### config.mk
export PLATFORM = sky130hd
export DESIGN_NAME = dmem_arbiter_flat
export DESIGN_NICKNAME = d
export VERILOG_FILES = /design/src/rtl/dmem_arbiter_pkg.sv /design/src/rtl/dmem_arbiter_if.sv /design/src/rtl/dmem_arbiter_starve_ctr.sv /design/src/rtl/dmem_arbiter.sv /design/src/flat_wrapper.sv
export SDC_FILE = /design/constraint.sdc
export NUM_CORES = 1
export LEC_CHECK = 0
export ABC_AREA = 1
export CORE_ASPECT_RATIO = 0.6
export CORE_UTILIZATION = 32
export CTS_CLUSTER_SIZE = 8
export DETAILED_ROUTE_END_ITERATION = 10
export GPL_TIMING_DRIVEN = 1
export PLACE_DENSITY = 0.78
export SLEW_MARGIN = 20
export SYNTH_ARGS = -nofsm -noshare
export SYNTH_HDL_FRONTEND = slang
export SYNTH_SLANG_ARGS = --single-unit
export TNS_END_PERCENT = 5
### constraint.sdc
create_clock -name sysclk -period 1.3 [get_ports sysclk]
set_clock_uncertainty 0.05 [all_clocks]
set_input_delay 0.13 -clock sysclk [delete_from_list [all_inputs] [get_ports sysclk]]
set_output_delay 0.13 -clock sysclk [all_outputs]
set_load 0.05 [all_outputs]
### src/rtl/dmem_arbiter_pkg.sv
// Purpose: shared encodings and default widths for the data-memory arbiter.
// Latency: n/a (types and constants only).
// Backpressure: n/a.
package dmem_arb_pkg;

    localparam int DEF_AW = 8;
    localparam int DEF_DW = 32;

    // Which requester the read data returning next cycle belongs to.
    typedef enum logic [1:0] {
        NONE = 2'd0,
        CPU  = 2'd1,
        DBG  = 2'd2
    } owner_t;

    typedef enum logic {
        ARB_IDLE     = 1'b0,
        ARB_DBG_LOCK = 1'b1
    } arb_state_t;

endpackage

### src/rtl/dmem_arbiter_if.sv
// Purpose: requester-side bundle for the core and debug ports of the arbiter.
// Latency: n/a (wiring only).
// Backpressure: requesters hold req/addr/wdata until their gnt is seen.
interface dmem_arbiter_if
    import dmem_arb_pkg::*;
#(
    parameter int AW = DEF_AW,
    parameter int DW = DEF_DW
) ();

    logic              cpu_req;
    logic [DW/8-1:0]   cpu_wren;
    logic [AW-1:0]     cpu_addr;
    logic [DW-1:0]     cpu_wdata;
    logic              cpu_gnt;
    logic              cpu_stall;
    logic              cpu_rvalid;
    logic [DW-1:0]     cpu_rdata;

    logic              dbg_req;
    logic              dbg_lock;
    logic [DW/8-1:0]   dbg_wren;
    logic [AW-1:0]     dbg_addr;
    logic [DW-1:0]     dbg_wdata;
    logic              dbg_gnt;
    logic              dbg_rvalid;
    logic [DW-1:0]     dbg_rdata;

    // Requesters drive requests and observe grants/read returns.
    modport master (
        output cpu_req, cpu_wren, cpu_addr, cpu_wdata,
        output dbg_req, dbg_lock, dbg_wren, dbg_addr, dbg_wdata,
        input  cpu_gnt, cpu_stall, cpu_rvalid, cpu_rdata,
        input  dbg_gnt, dbg_rvalid, dbg_rdata
    );

    // The arbiter sees requests and produces grants/read returns.
    modport slave (
        input  cpu_req, cpu_wren, cpu_addr, cpu_wdata,
        input  dbg_req, dbg_lock, dbg_wren, dbg_addr, dbg_wdata,
        output cpu_gnt, cpu_stall, cpu_rvalid, cpu_rdata,
        output dbg_gnt, dbg_rvalid, dbg_rdata
    );

endinterface

### src/rtl/dmem_arbiter_starve_ctr.sv
// Purpose: saturating count of consecutive cycles the debug port waited ungranted.
// Latency: at_max is registered state, usable combinationally in the same cycle.
// Backpressure: none; clears on any grant or when the requester stops waiting.
module arb_starve_ctr #(
    parameter int STARVE_MAX = 4
) (
    input  logic clk,
    input  logic rst_n,
    input  logic waiting,
    input  logic granted,
    output logic at_max
);

    localparam logic [3:0] MAX_C = 4'(STARVE_MAX);

    logic [3:0] cnt;

    // Count denied cycles, stop at the limit, clear once served or withdrawn.
    always_ff @(posedge clk or negedge rst_n) begin
        if (!rst_n) begin
            cnt <= 4'd0;
        end else if (granted || !waiting) begin
            cnt <= 4'd0;
        end else if (cnt != MAX_C) begin
            cnt <= cnt + 4'd1;
        end
    end

    assign at_max = (cnt == MAX_C);

endmodule

### src/rtl/dmem_arbiter.sv
// Purpose: shares the byte-lane data memory between core (priority) and debug (starve-bounded, lockable).
// Latency: grant is combinational; read data returns one cycle after the read grant.
// Backpressure: ungranted core request raises cpu_stall; optional DMEM_ARB_PERF_CNT_EN adds perf counters.
module dmem_arbiter
    import dmem_arb_pkg::*;
#(
    parameter int AW         = DEF_AW,
    parameter int DW         = DEF_DW,
    parameter int STARVE_MAX = 4
) (
    input  logic               sysclk,
    input  logic               rstd,
    dmem_arbiter_if.slave      bus,
    output logic [AW-1:0]      mem_addr,
    output logic [DW/8-1:0]    mem_wren,
    output logic [DW-1:0]      mem_wdata,
    input  logic [DW-1:0]      mem_rdata
`ifdef DMEM_ARB_PERF_CNT_EN
    ,
    output logic [31:0]        stall_cnt,
    output logic [31:0]        dbg_acc_cnt
`endif
);

    arb_state_t     state;
    arb_state_t     state_nxt;
    owner_t         rd_owner;
    logic           cpu_gnt;
    logic           dbg_gnt;
    logic           at_max;
    logic [DW-1:0]  cpu_rdata_q;
    logic [DW-1:0]  dbg_rdata_q;

    arb_starve_ctr #(
        .STARVE_MAX (STARVE_MAX)
    ) u_starve (
        .clk     (sysclk),
        .rst_n   (rstd),
        .waiting (bus.dbg_req),
        .granted (dbg_gnt),
        .at_max  (at_max)
    );

    // State register.
    always_ff @(posedge sysclk or negedge rstd) begin
        if (!rstd) begin
            state <= ARB_IDLE;
        end else begin
            state <= state_nxt;
        end
    end

    // Enter lock on a locked debug grant; leave when the debug port drops lock.
    always_comb begin
        state_nxt = state;
        case (state)
            ARB_IDLE:     if (dbg_gnt && bus.dbg_lock) state_nxt = ARB_DBG_LOCK;
            ARB_DBG_LOCK: if (!bus.dbg_lock)           state_nxt = ARB_IDLE;
            default:                                   state_nxt = ARB_IDLE;
        endcase
    end

    // Grants: starved debug first, then core, then debug; locked state serves debug only.
    // Gated by reset so grants drop the instant reset is applied.
    always_comb begin
        cpu_gnt = 1'b0;
        dbg_gnt = 1'b0;
        if (rstd) begin
            case (state)
                ARB_IDLE: begin
                    if (bus.dbg_req && at_max) dbg_gnt = 1'b1;
                    else if (bus.cpu_req)      cpu_gnt = 1'b1;
                    else if (bus.dbg_req)      dbg_gnt = 1'b1;
                end
                ARB_DBG_LOCK: dbg_gnt = bus.dbg_req;
                default: ;
            endcase
        end
    end

    // Memory side carries the granted requester's access, all-zero when idle.
    always_comb begin
        mem_addr  = '0;
        mem_wren  = '0;
        mem_wdata = '0;
        if (cpu_gnt) begin
            mem_addr  = bus.cpu_addr;
            mem_wren  = bus.cpu_wren;
            mem_wdata = bus.cpu_wdata;
        end else if (dbg_gnt) begin
            mem_addr  = bus.dbg_addr;
            mem_wren  = bus.dbg_wren;
            mem_wdata = bus.dbg_wdata;
        end
    end

    // Remember who issued a read so next cycle's memory data is steered to it.
    always_ff @(posedge sysclk or negedge rstd) begin
        if (!rstd) begin
            rd_owner <= NONE;
        end else if (cpu_gnt && (bus.cpu_wren == '0)) begin
            rd_owner <= CPU;
        end else if (dbg_gnt && (bus.dbg_wren == '0)) begin
            rd_owner <= DBG;
        end else begin
            rd_owner <= NONE;
        end
    end

    // Capture returned words so each port's rdata holds between its own reads.
    always_ff @(posedge sysclk or negedge rstd) begin
        if (!rstd) begin
            cpu_rdata_q <= '0;
            dbg_rdata_q <= '0;
        end else begin
            if (rd_owner == CPU) cpu_rdata_q <= mem_rdata;
            if (rd_owner == DBG) dbg_rdata_q <= mem_rdata;
        end
    end

    assign bus.cpu_gnt    = cpu_gnt;
    assign bus.dbg_gnt    = dbg_gnt;
    assign bus.cpu_stall  = rstd & bus.cpu_req & ~cpu_gnt;
    assign bus.cpu_rvalid = (rd_owner == CPU);
    assign bus.dbg_rvalid = (rd_owner == DBG);
    assign bus.cpu_rdata  = (rd_owner == CPU) ? mem_rdata : cpu_rdata_q;
    assign bus.dbg_rdata  = (rd_owner == DBG) ? mem_rdata : dbg_rdata_q;

`ifdef DMEM_ARB_PERF_CNT_EN
    // Free-running, wrapping counts of core stall cycles and debug accesses.
    always_ff @(posedge sysclk or negedge rstd) begin
        if (!rstd) begin
            stall_cnt   <= 32'd0;
            dbg_acc_cnt <= 32'd0;
        end else begin
            if (bus.cpu_stall) stall_cnt   <= stall_cnt + 32'd1;
            if (dbg_gnt)       dbg_acc_cnt <= dbg_acc_cnt + 32'd1;
        end
    end
`endif

endmodule

### src/flat_wrapper.sv
// flat-port wrapper written by rule: the top's interface ports become plain ports
module dmem_arbiter_flat import dmem_arb_pkg::*;
#(
    parameter int AW         = DEF_AW,
    parameter int DW         = DEF_DW,
    parameter int STARVE_MAX = 4
)
  (sysclk, rstd, mem_addr, mem_wren, mem_wdata, mem_rdata, bus_cpu_req, bus_cpu_wren, bus_cpu_addr, bus_cpu_wdata, bus_dbg_req, bus_dbg_lock, bus_dbg_wren, bus_dbg_addr, bus_dbg_wdata, bus_cpu_gnt, bus_cpu_stall, bus_cpu_rvalid, bus_cpu_rdata, bus_dbg_gnt, bus_dbg_rvalid, bus_dbg_rdata);
  dmem_arbiter_if #(.AW(AW), .DW(DW)) bus_i ();
  input  logic sysclk;
  input  logic rstd;
  output logic [AW-1:0] mem_addr;
  output logic [DW/8-1:0] mem_wren;
  output logic [DW-1:0] mem_wdata;
  input  logic [DW-1:0] mem_rdata;
  input wire logic [$bits(bus_i.cpu_req)-1:0] bus_cpu_req;
  input wire logic [$bits(bus_i.cpu_wren)-1:0] bus_cpu_wren;
  input wire logic [$bits(bus_i.cpu_addr)-1:0] bus_cpu_addr;
  input wire logic [$bits(bus_i.cpu_wdata)-1:0] bus_cpu_wdata;
  input wire logic [$bits(bus_i.dbg_req)-1:0] bus_dbg_req;
  input wire logic [$bits(bus_i.dbg_lock)-1:0] bus_dbg_lock;
  input wire logic [$bits(bus_i.dbg_wren)-1:0] bus_dbg_wren;
  input wire logic [$bits(bus_i.dbg_addr)-1:0] bus_dbg_addr;
  input wire logic [$bits(bus_i.dbg_wdata)-1:0] bus_dbg_wdata;
  output wire logic [$bits(bus_i.cpu_gnt)-1:0] bus_cpu_gnt;
  output wire logic [$bits(bus_i.cpu_stall)-1:0] bus_cpu_stall;
  output wire logic [$bits(bus_i.cpu_rvalid)-1:0] bus_cpu_rvalid;
  output wire logic [$bits(bus_i.cpu_rdata)-1:0] bus_cpu_rdata;
  output wire logic [$bits(bus_i.dbg_gnt)-1:0] bus_dbg_gnt;
  output wire logic [$bits(bus_i.dbg_rvalid)-1:0] bus_dbg_rvalid;
  output wire logic [$bits(bus_i.dbg_rdata)-1:0] bus_dbg_rdata;
  assign bus_i.cpu_req = bus_cpu_req;
  assign bus_i.cpu_wren = bus_cpu_wren;
  assign bus_i.cpu_addr = bus_cpu_addr;
  assign bus_i.cpu_wdata = bus_cpu_wdata;
  assign bus_i.dbg_req = bus_dbg_req;
  assign bus_i.dbg_lock = bus_dbg_lock;
  assign bus_i.dbg_wren = bus_dbg_wren;
  assign bus_i.dbg_addr = bus_dbg_addr;
  assign bus_i.dbg_wdata = bus_dbg_wdata;
  assign bus_cpu_gnt = bus_i.cpu_gnt;
  assign bus_cpu_stall = bus_i.cpu_stall;
  assign bus_cpu_rvalid = bus_i.cpu_rvalid;
  assign bus_cpu_rdata = bus_i.cpu_rdata;
  assign bus_dbg_gnt = bus_i.dbg_gnt;
  assign bus_dbg_rvalid = bus_i.dbg_rvalid;
  assign bus_dbg_rdata = bus_i.dbg_rdata;
  dmem_arbiter #(.AW(AW), .DW(DW), .STARVE_MAX(STARVE_MAX)) u_core (.sysclk(sysclk), .rstd(rstd), .bus(bus_i), .mem_addr(mem_addr), .mem_wren(mem_wren), .mem_wdata(mem_wdata), .mem_rdata(mem_rdata));
endmodule
==> impl_metrics.xml, run 1 <==
<?xml version="1.0" encoding="UTF-8"?>
<metrics>
  <group name="place">
    <metric name="dpl_worst_slack" unit="ns">-0.436</metric>
    <metric name="hpwl" unit="um">10500</metric>
    <metric name="port-buffer-count" unit="">237</metric>
    <metric name="gp_congestion" unit="">0.811</metric>
    <metric name="dpl.cell_count" unit="">833</metric>
  </group>
  <group name="clock_tree">
    <metric name="tritoncts_clock_tree" unit="">done</metric>
    <metric name="clkTransAtPathRegs" unit="ns">0.06</metric>
    <metric name="cts.sinks" unit="">71</metric>
    <metric name="root_buffer" unit="">sky130_fd_sc_hd__clkbuf_16</metric>
    <metric name="clockBufferDepth" unit="">2</metric>
    <metric name="htree_levels" unit="">3</metric>
    <metric name="cts.hold.buffers_added" unit="">0</metric>
    <metric name="clk-insertion-delay-late" unit="ns">0.32</metric>
    <metric name="number_of_cts_inserted_buffers" unit="">9</metric>
  </group>
  <group name="synth">
    <metric name="fraction_of_registers_with_async_set_reset" unit="%">100</metric>
    <metric name="synthCells" unit="">430</metric>
    <metric name="syn_nets" unit="">557</metric>
    <metric name="synth-warning-count" unit="">0</metric>
    <metric name="postSynthAreaPerCell" unit="um^2">7.74</metric>
    <metric name="syn_area" unit="um^2">3330</metric>
    <metric name="synth.ff_latch_count" unit="">71</metric>
    <metric name="netlist.area_leader.share" unit="%">53.4</metric>
    <metric name="ys_dominant_reg_cell" unit="">sky130_fd_sc_hd__dfrtp_1</metric>
    <metric name="netlist-cell-type-count" unit="">23</metric>
    <metric name="seq_area_frac_synth" unit="%">53.4</metric>
    <metric name="ys_top_cells_by_area" unit="">sky130_fd_sc_hd__dfrtp_1, sky130_fd_sc_hd__nand2_1, sky130_fd_sc_hd__o21ai_0, sky130_fd_sc_hd__inv_1, sky130_fd_sc_hd__buf_6</metric>
    <metric name="synth_edf_count" unit="">0</metric>
    <metric name="yosys.area.top_type" unit="">sky130_fd_sc_hd__dfrtp_1</metric>
  </group>
  <group name="grt">
    <metric name="grtUsageTotal" unit="%">27.3</metric>
    <metric name="grt_max_degree" unit="">72</metric>
    <metric name="grt_first_pass_wirelength" unit="um">22400</metric>
    <metric name="grt_remaining_overflow" unit="">0</metric>
    <metric name="grt_antenna_before_repair" unit="">0</metric>
    <metric name="vias_in_the_first_global_route" unit="">4274</metric>
  </group>
  <group name="die">
    <metric name="design.die.area" unit="um^2">10800</metric>
    <metric name="io-pin-count" unit="">238</metric>
    <metric name="die_w" unit="um">134</metric>
    <metric name="placementRows" unit="">28</metric>
    <metric name="die-height" unit="um">81.0</metric>
    <metric name="fp.coreArea" unit="um^2">9980</metric>
    <metric name="floorplan.initialDensity" unit="%">33.3</metric>
  </group>
  <group name="sta">
    <metric name="final.period_utilization" unit="%">155</metric>
    <metric name="final_critical_path_setup_slack" unit="ns">-0.710</metric>
    <metric name="final-hold-violation-count" unit="">0</metric>
    <metric name="setup_viol" unit="">132</metric>
    <metric name="rsz_0062_raised_after_global_routing" unit="">yes</metric>
    <metric name="tightestPinTransition" unit="ns">0.885</metric>
    <metric name="fmaxAchievable" unit="GHz">0.497</metric>
    <metric name="relSlewSlack" unit="%">41.0</metric>
    <metric name="timing_max_transition_violations_final" unit="">0</metric>
    <metric name="shortest_period_the_worst_path_allows" unit="ns">2.01</metric>
  </group>
  <group name="routing">
    <metric name="first_pass_iters" unit="">5</metric>
    <metric name="initialDrtViolationCount" unit="">243</metric>
    <metric name="dr_total_vias" unit="">4042</metric>
    <metric name="final_antenna_net_count" unit="">0</metric>
    <metric name="drt_drc_violations_left" unit="">0</metric>
    <metric name="post_drt_wl_per_cell" unit="um">17.2</metric>
    <metric name="via_per_inst" unit="">4.69</metric>
    <metric name="drt-total-wl" unit="um">14800</metric>
  </group>
  <group name="layout">
    <metric name="filler_free_cell_count_of_the_finished_design" unit="">861</metric>
    <metric name="finish.net_count" unit="">848</metric>
    <metric name="final_layout_size_suffix_gt1_share" unit="%">51.1</metric>
    <metric name="antenna_diode_count" unit="">0</metric>
    <metric name="number_of_filler_instances_in_the_final_layout" unit="">469</metric>
    <metric name="area_delta_synth_final" unit="%">158</metric>
    <metric name="final_core_utilization" unit="%">86.0</metric>
  </group>
  <group name="status">
    <metric name="violations" unit="">negative setup slack</metric>
    <metric name="outcome" unit="">complete, but fails checks</metric>
  </group>
  <group name="critical_path">
    <metric name="critical_path.startpoint_type" unit="">flip-flop</metric>
    <metric name="critical_path_class" unit="">flip-flop to output pin</metric>
    <metric name="critical_path_arrival" unit="ns">1.83</metric>
    <metric name="maximum_net_fanout_on_the_critical_path" unit="">23</metric>
    <metric name="cp.required" unit="ns">1.12</metric>
    <metric name="worst_setup_path_end_kind" unit="">output pin</metric>
  </group>
  <group name="power">
    <metric name="power.density_cell_area" unit="nW/um^2">1500</metric>
    <metric name="cellLeakagePower" unit="uW">0.00397</metric>
    <metric name="vdd_drop_max" unit="V">0.00115</metric>
  </group>
  <group name="run">
    <metric name="max_cap_viol_count" unit="">0</metric>
  </group>
  <group name="min_path">
    <metric name="min_path_type" unit="">primary input to async pin</metric>
  </group>
</metrics>
report_power, final:
| group | internal (uW) | switching [uW] | total, uW | leakage (uW) |
|---|---|---|---|---|
| sequential | 2730 | 224 | 2950 | 0.000799 |
| clock | 1330 | 910 | 2240 | 0.000138 |
| combinational | 3650 | 4060 | 7710 | 0.00303 |
| total | 7710 | 5200 | 12900 | 0.00397 |
sequential cells by signal (all words and copies together), names as in the netlist:
register and flops:
u_core.cpu_rdata_q 32, u_core.dbg_rdata_q 32, u_core.u_starve.cnt 4, u_core.rd_owner 2, u_core.state 1
cell usage in the layout, fill, tap and decap left out, drive strengths merged:
cell and count:
ha 2, clkinvlp 1, xnor2 1, inv 47, o21ai 66, a21oi 1
clkbuf 10, nand2 200, nor2 7, nand3 6, xor2 1, nor3b 1
clkdlybuf4s50 123, nand4 3, clkinv 6, nor3 3, dfrtp 71, buf 177
repair_timing:
item / CTS / global route
setup buffers: 10 / 1
gates resized for setup: 103 / 22
gates cloned: 1 / 0
endpoints found under the setup margin: 139 / 142
pin swaps: 5 / 6
through the flow:
| step | TNS [ns] | hold slack [ns] | power (uW) | cell area (um^2) |
|---|---|---|---|---|
| floorplan | -56.53 | -0.216 | 6400 | 3890 |
| global placement | -21.13 | 0.389 | 10200 | 7840 |
| detailed placement | -23.73 | 0.408 | 10400 | 7840 |
| CTS | -52.75 | 0.0616 | 12900 | 8500 |
| global route | -66.20 | 0.112 | 13400 | 8580 |
| finish | -56.90 | 0.0368 | 12900 | 8580 |
worst paths after layout:
kind	start	endpoint	slack (ns)	cells after the start
max in group asynchronous	rstd	u_core.dbg_rdata_q[6]$_DFF_PN0_	0.62	2
hold reg to reg	u_core.cpu_rdata_q[22]$_DFF_PN0_	u_core.cpu_rdata_q[22]$_DFF_PN0_	0.45	2
hold / removal	rstd	u_core.dbg_rdata_q[3]$_DFF_PN0_	0.04	2
setup reg to reg	u_core.u_starve.cnt[1]$_DFFE_PN0P_	u_core.u_starve.cnt[1]$_DFFE_PN0P_	-0.69	14
setup / recovery	u_core.u_starve.cnt[1]$_DFFE_PN0P_	mem_wdata[11]	-0.71	9
min in group sysclk	rstd	u_core.u_starve.cnt[0]$_DFFE_PN0P_	0.26	5
synthesized netlist by cell type (2+ instances only):
| library cell | count |
|---|---|
| sky130_fd_sc_hd__inv_2 | 2 |
| sky130_fd_sc_hd__nand3_1 | 5 |
| sky130_fd_sc_hd__ha_1 | 2 |
| sky130_fd_sc_hd__nor2_1 | 7 |
| sky130_fd_sc_hd__buf_6 | 4 |
| sky130_fd_sc_hd__dfrtp_1 | 71 |
| sky130_fd_sc_hd__nor3_2 | 2 |
| sky130_fd_sc_hd__nand4_1 | 3 |
| sky130_fd_sc_hd__nand2_1 | 198 |
| sky130_fd_sc_hd__o21ai_0 | 66 |
| sky130_fd_sc_hd__inv_1 | 44 |
| sky130_fd_sc_hd__clkbuf_1 | 10 |
| sky130_fd_sc_hd__buf_2 | 6 |
per-layer routing:
layer / global-route usage (%) / part of all wire, % / routed length [um] / vias up
met3: 5.99 / 5.6 / 835 / 26
met1: 33.5 / 40 / 5940 / 1958
met4: 8.30 / 1.8 / 263 / 0
met2: 48.6 / 53 / 7810 / 154
met5: 0 / 0 / 0 / -
li1: - / - / - / 1904
kinds of logic after synthesis:
group,synth area share (%)
simple gates,26.2
flops,53.4
buf+inv,9.06
compound gates,10.1
xor+xnor,0.526
fa+ha+maj,0.751
critical path: stages (launching register included):
cell and delay [ns]:
sky130_fd_sc_hd__dfrtp_1 0.41, sky130_fd_sc_hd__inv_2 0.09, sky130_fd_sc_hd__ha_4 0.15, sky130_fd_sc_hd__nand4_1 0.14
sky130_fd_sc_hd__nand2_2 0.17, sky130_fd_sc_hd__inv_4 0.07, sky130_fd_sc_hd__buf_12 0.16, sky130_fd_sc_hd__nand2_2 0.10
sky130_fd_sc_hd__nand2_2 0.07, sky130_fd_sc_hd__buf_12 0.15
area by class of cell:
class	instances	area (um^2)	area share, %
well taps	135	169	1.97
inverters	47	196	2.29
repair inverters	1	16.3	0.189
clock buffers	10	239	2.78
clock inverters	6	36.3	0.423
repair buffers	300	4090	47.6
multi-input cells	291	2060	24.0
flip-flops and latches	71	1780	20.7
Power figures use the tool's default switching activity.
==> run 2: changes to the inputs <==
==> constraint.sdc (replaced) <==
create_clock -name sysclk -period 1.3 [get_ports sysclk]
set_clock_uncertainty 0.05 [all_clocks]
set_input_delay 0.195 -clock sysclk [delete_from_list [all_inputs] [get_ports sysclk]]
set_output_delay 0.195 -clock sysclk [all_outputs]
set_load 0.05 [all_outputs]
==> run 2 against run 1 <==
Against the previous run:
- the flow still finishes with violations (negative setup slack)
- first-iteration DRC count fell by 16%
- utilization rose by 4.7 points
- clock-buffer cell count rose by 1
- critical path depth did not move
- non-clock buffer count rose by 2
- design area rose by 5.4%
- register-to-register slack got worse by 0.03 ns
- sequential power barely moved
- cell count rose by 1.2%
- sequential share of layout area fell by 1.1 points
- via count rose by 9.6%
==> impl_metrics.xml, run 2 (same netlist as run 1, synthesis figures left out) <==
<?xml version="1.0" encoding="UTF-8"?>
<metrics>
  <group name="clock_tree">
    <metric name="clk-insertion-delay-late" unit="ns">0.33</metric>
    <metric name="tritoncts_clock_tree" unit="">done</metric>
    <metric name="clockBufferDepth" unit="">2</metric>
    <metric name="htree_levels" unit="">3</metric>
    <metric name="cts.sinks" unit="">71</metric>
    <metric name="number_of_cts_inserted_buffers" unit="">9</metric>
    <metric name="clkTransAtPathRegs" unit="ns">0.05</metric>
    <metric name="root_buffer" unit="">sky130_fd_sc_hd__clkbuf_16</metric>
  </group>
  <group name="layout">
    <metric name="most-common-layout-cells" unit="">sky130_fd_sc_hd__clkdlybuf4s50_1, sky130_fd_sc_hd__buf_12, sky130_fd_sc_hd__nand2_2, sky130_fd_sc_hd__dfrtp_1, sky130_fd_sc_hd__nand2_1</metric>
    <metric name="area_delta_synth_final" unit="%">172</metric>
    <metric name="reg.largest.list" unit="">u_core.cpu_rdata_q x32, u_core.dbg_rdata_q x32, u_core.u_starve.cnt x4</metric>
    <metric name="final_layout_size_suffix_gt1_share" unit="%">56.7</metric>
    <metric name="filler_free_cell_count_of_the_finished_design" unit="">871</metric>
    <metric name="final_design_area_no_fill" unit="um^2">9050</metric>
    <metric name="layout_commonest_cell" unit="">sky130_fd_sc_hd__clkdlybuf4s50_1</metric>
    <metric name="number_of_filler_instances_in_the_final_layout" unit="">363</metric>
    <metric name="finish.net_count" unit="">857</metric>
  </group>
  <group name="die">
    <metric name="die_w" unit="um">134</metric>
    <metric name="io-pin-count" unit="">238</metric>
    <metric name="design.die.area" unit="um^2">10800</metric>
    <metric name="placementRows" unit="">28</metric>
    <metric name="die-height" unit="um">81.0</metric>
    <metric name="fp.coreArea" unit="um^2">9980</metric>
    <metric name="floorplan.initialDensity" unit="%">33.3</metric>
  </group>
  <group name="routing">
    <metric name="dr_total_vias" unit="">4430</metric>
    <metric name="first_pass_iters" unit="">4</metric>
    <metric name="via_per_inst" unit="">5.09</metric>
    <metric name="final_antenna_net_count" unit="">0</metric>
    <metric name="drt-total-wl" unit="um">19400</metric>
    <metric name="initialDrtViolationCount" unit="">203</metric>
    <metric name="routed_wire_length_on_met3" unit="um">1480</metric>
    <metric name="drt_drc_violations_left" unit="">0</metric>
    <metric name="met2WireLength" unit="um">10000</metric>
    <metric name="routed.top_layer" unit="">met4</metric>
    <metric name="post_drt_wl_per_cell" unit="um">22.3</metric>
    <metric name="met1Wirelength" unit="um">7200</metric>
  </group>
  <group name="place">
    <metric name="gp_congestion" unit="">0.833</metric>
    <metric name="place_area" unit="um^2">7780</metric>
    <metric name="dpl.cell_count" unit="">828</metric>
    <metric name="hpwl" unit="um">10700</metric>
    <metric name="dpl_worst_slack" unit="ns">-0.601</metric>
    <metric name="port-buffer-count" unit="">237</metric>
  </group>
  <group name="critical_path">
    <metric name="critical_path_class" unit="">primary input to output pin</metric>
    <metric name="maximum_net_fanout_on_the_critical_path" unit="">6</metric>
    <metric name="worst_setup_path_end_kind" unit="">output pin</metric>
    <metric name="critical_path_arrival" unit="ns">1.94</metric>
    <metric name="cp.required" unit="ns">1.05</metric>
    <metric name="critical_path.startpoint_type" unit="">primary input</metric>
  </group>
  <group name="min_path">
    <metric name="min_path_type" unit="">primary input to async pin</metric>
  </group>
  <group name="sta">
    <metric name="relSlewSlack" unit="%">47.3</metric>
    <metric name="tightestPinTransition" unit="ns">0.790</metric>
    <metric name="final_critical_path_setup_slack" unit="ns">-0.884</metric>
    <metric name="final-hold-violation-count" unit="">0</metric>
    <metric name="fmaxAchievable" unit="GHz">0.458</metric>
    <metric name="rsz_0062_raised_after_global_routing" unit="">yes</metric>
    <metric name="shortest_period_the_worst_path_allows" unit="ns">2.18</metric>
    <metric name="final.period_utilization" unit="%">168</metric>
    <metric name="timing_max_transition_violations_final" unit="">0</metric>
    <metric name="setup_viol" unit="">127</metric>
  </group>
  <group name="grt">
    <metric name="vias_in_the_first_global_route" unit="">4552</metric>
    <metric name="grt_remaining_overflow" unit="">0</metric>
    <metric name="grtUsageTotal" unit="%">29.9</metric>
    <metric name="grt_first_pass_wirelength" unit="um">24300</metric>
    <metric name="grt_antenna_before_repair" unit="">1</metric>
    <metric name="grt_max_degree" unit="">63</metric>
  </group>
  <group name="run">
    <metric name="max_cap_viol_count" unit="">0</metric>
  </group>
  <group name="power">
    <metric name="vdd_drop_max" unit="V">0.00135</metric>
    <metric name="power.density_cell_area" unit="nW/um^2">1510</metric>
    <metric name="cellLeakagePower" unit="uW">0.00419</metric>
  </group>
  <group name="status">
    <metric name="violations" unit="">negative setup slack</metric>
    <metric name="outcome" unit="">complete, but fails checks</metric>
  </group>
</metrics>
run 2: worst paths after layout:
path,startpoint,to,slack (ns),depth (start not counted)
max,bus_cpu_req,mem_wdata[6],-0.88,9
min,rstd,u_core.rd_owner[0]$_DFF_PN0_,0.05,2
max reg2reg,u_core.u_starve.cnt[0]$_DFFE_PN0P_,u_core.u_starve.cnt[0]$_DFFE_PN0P_,-0.72,14
min reg2reg,u_core.dbg_rdata_q[17]$_DFF_PN0_,u_core.dbg_rdata_q[17]$_DFF_PN0_,0.46,2
max in group asynchronous,rstd,u_core.dbg_rdata_q[13]$_DFF_PN0_,0.62,2
min in group sysclk,rstd,u_core.u_starve.cnt[1]$_DFFE_PN0P_,0.35,5
run 2: power breakdown:
| group | internal, uW | total [uW] | leakage [uW] | switching, uW |
|---|---|---|---|---|
| registers | 2730 | 2980 | 0.000799 | 248 |
| clock network | 1730 | 2660 | 0.000156 | 933 |
| logic | 3680 | 7990 | 0.00323 | 4310 |
| total | 8150 | 13600 | 0.00419 | 5490 |
run 2: layout make-up:
cell class	instances	area (um^2)	area share, %
Timing Repair Buffer	302	4190	46.2
Clock inverter	5	81.3	0.899
Sequential cell	71	1780	19.6
Inverter	47	205	2.27
Tap cell	135	169	1.87
Antenna cell	1	2.50	0.0276
Multi-Input combinational cell	292	2290	25.3
Timing Repair inverter	7	98.8	1.09
Clock buffer	11	243	2.68
run 2: repair_timing:
action	in CTS	in global routing
buffers inserted	11	3
endpoints found under the setup margin	135	129
pin swaps	32	15
resized for setup	120	91
gates cloned	8	4
hold buffers	1	0
endpoints found under the hold margin	9	0
run 2: routing by layer:
metal | up-vias | GRT usage, %
li1 | 1936 | -
met1 | 2185 | 35.2
met2 | 245 | 53.2
met3 | 64 | 9.11
met4 | 0 | 9.20
met5 | - | 0
run 2: through the flow:
stage | power, uW | setup TNS, ns | hold WS [ns] | utilization, %
finish | 13600 | -69.29 | 0.0464 | 90.7
detailed placement | 10300 | -35.36 | 0.122 | 77.9
floorplan | 6390 | -63.99 | -0.151 | -
CTS | 13300 | -62.58 | 0.0672 | 86.4
global placement | 10100 | -30.72 | 0.111 | 77.9
global route | 14000 | -76.00 | 0.130 | 90.6
run 2: critical path, stage by stage:
cell                              delay [ns]
sky130_fd_sc_hd__clkdlybuf4s50_1        0.54
sky130_fd_sc_hd__inv_1                  0.11
sky130_fd_sc_hd__nor2_2                 0.27
sky130_fd_sc_hd__nand2_8                0.11
sky130_fd_sc_hd__nand2_8                0.22
sky130_fd_sc_hd__clkinv_8               0.11
sky130_fd_sc_hd__nand2_1                0.12
sky130_fd_sc_hd__nand2_2                0.09
sky130_fd_sc_hd__buf_12                 0.15
==> run 3: changes to the inputs <==
--- a/config.mk
+++ b/config.mk
@@ -6,6 +6,7 @@
 export NUM_CORES = 1
 export LEC_CHECK = 0
 export ABC_AREA = 1
+export CAP_MARGIN = 20
 export CORE_ASPECT_RATIO = 0.6
 export CORE_UTILIZATION = 32
 export CTS_CLUSTER_SIZE = 8
==> results of run 3 <==
No change in the layout: final DEF, timing and power equal those of run 2.
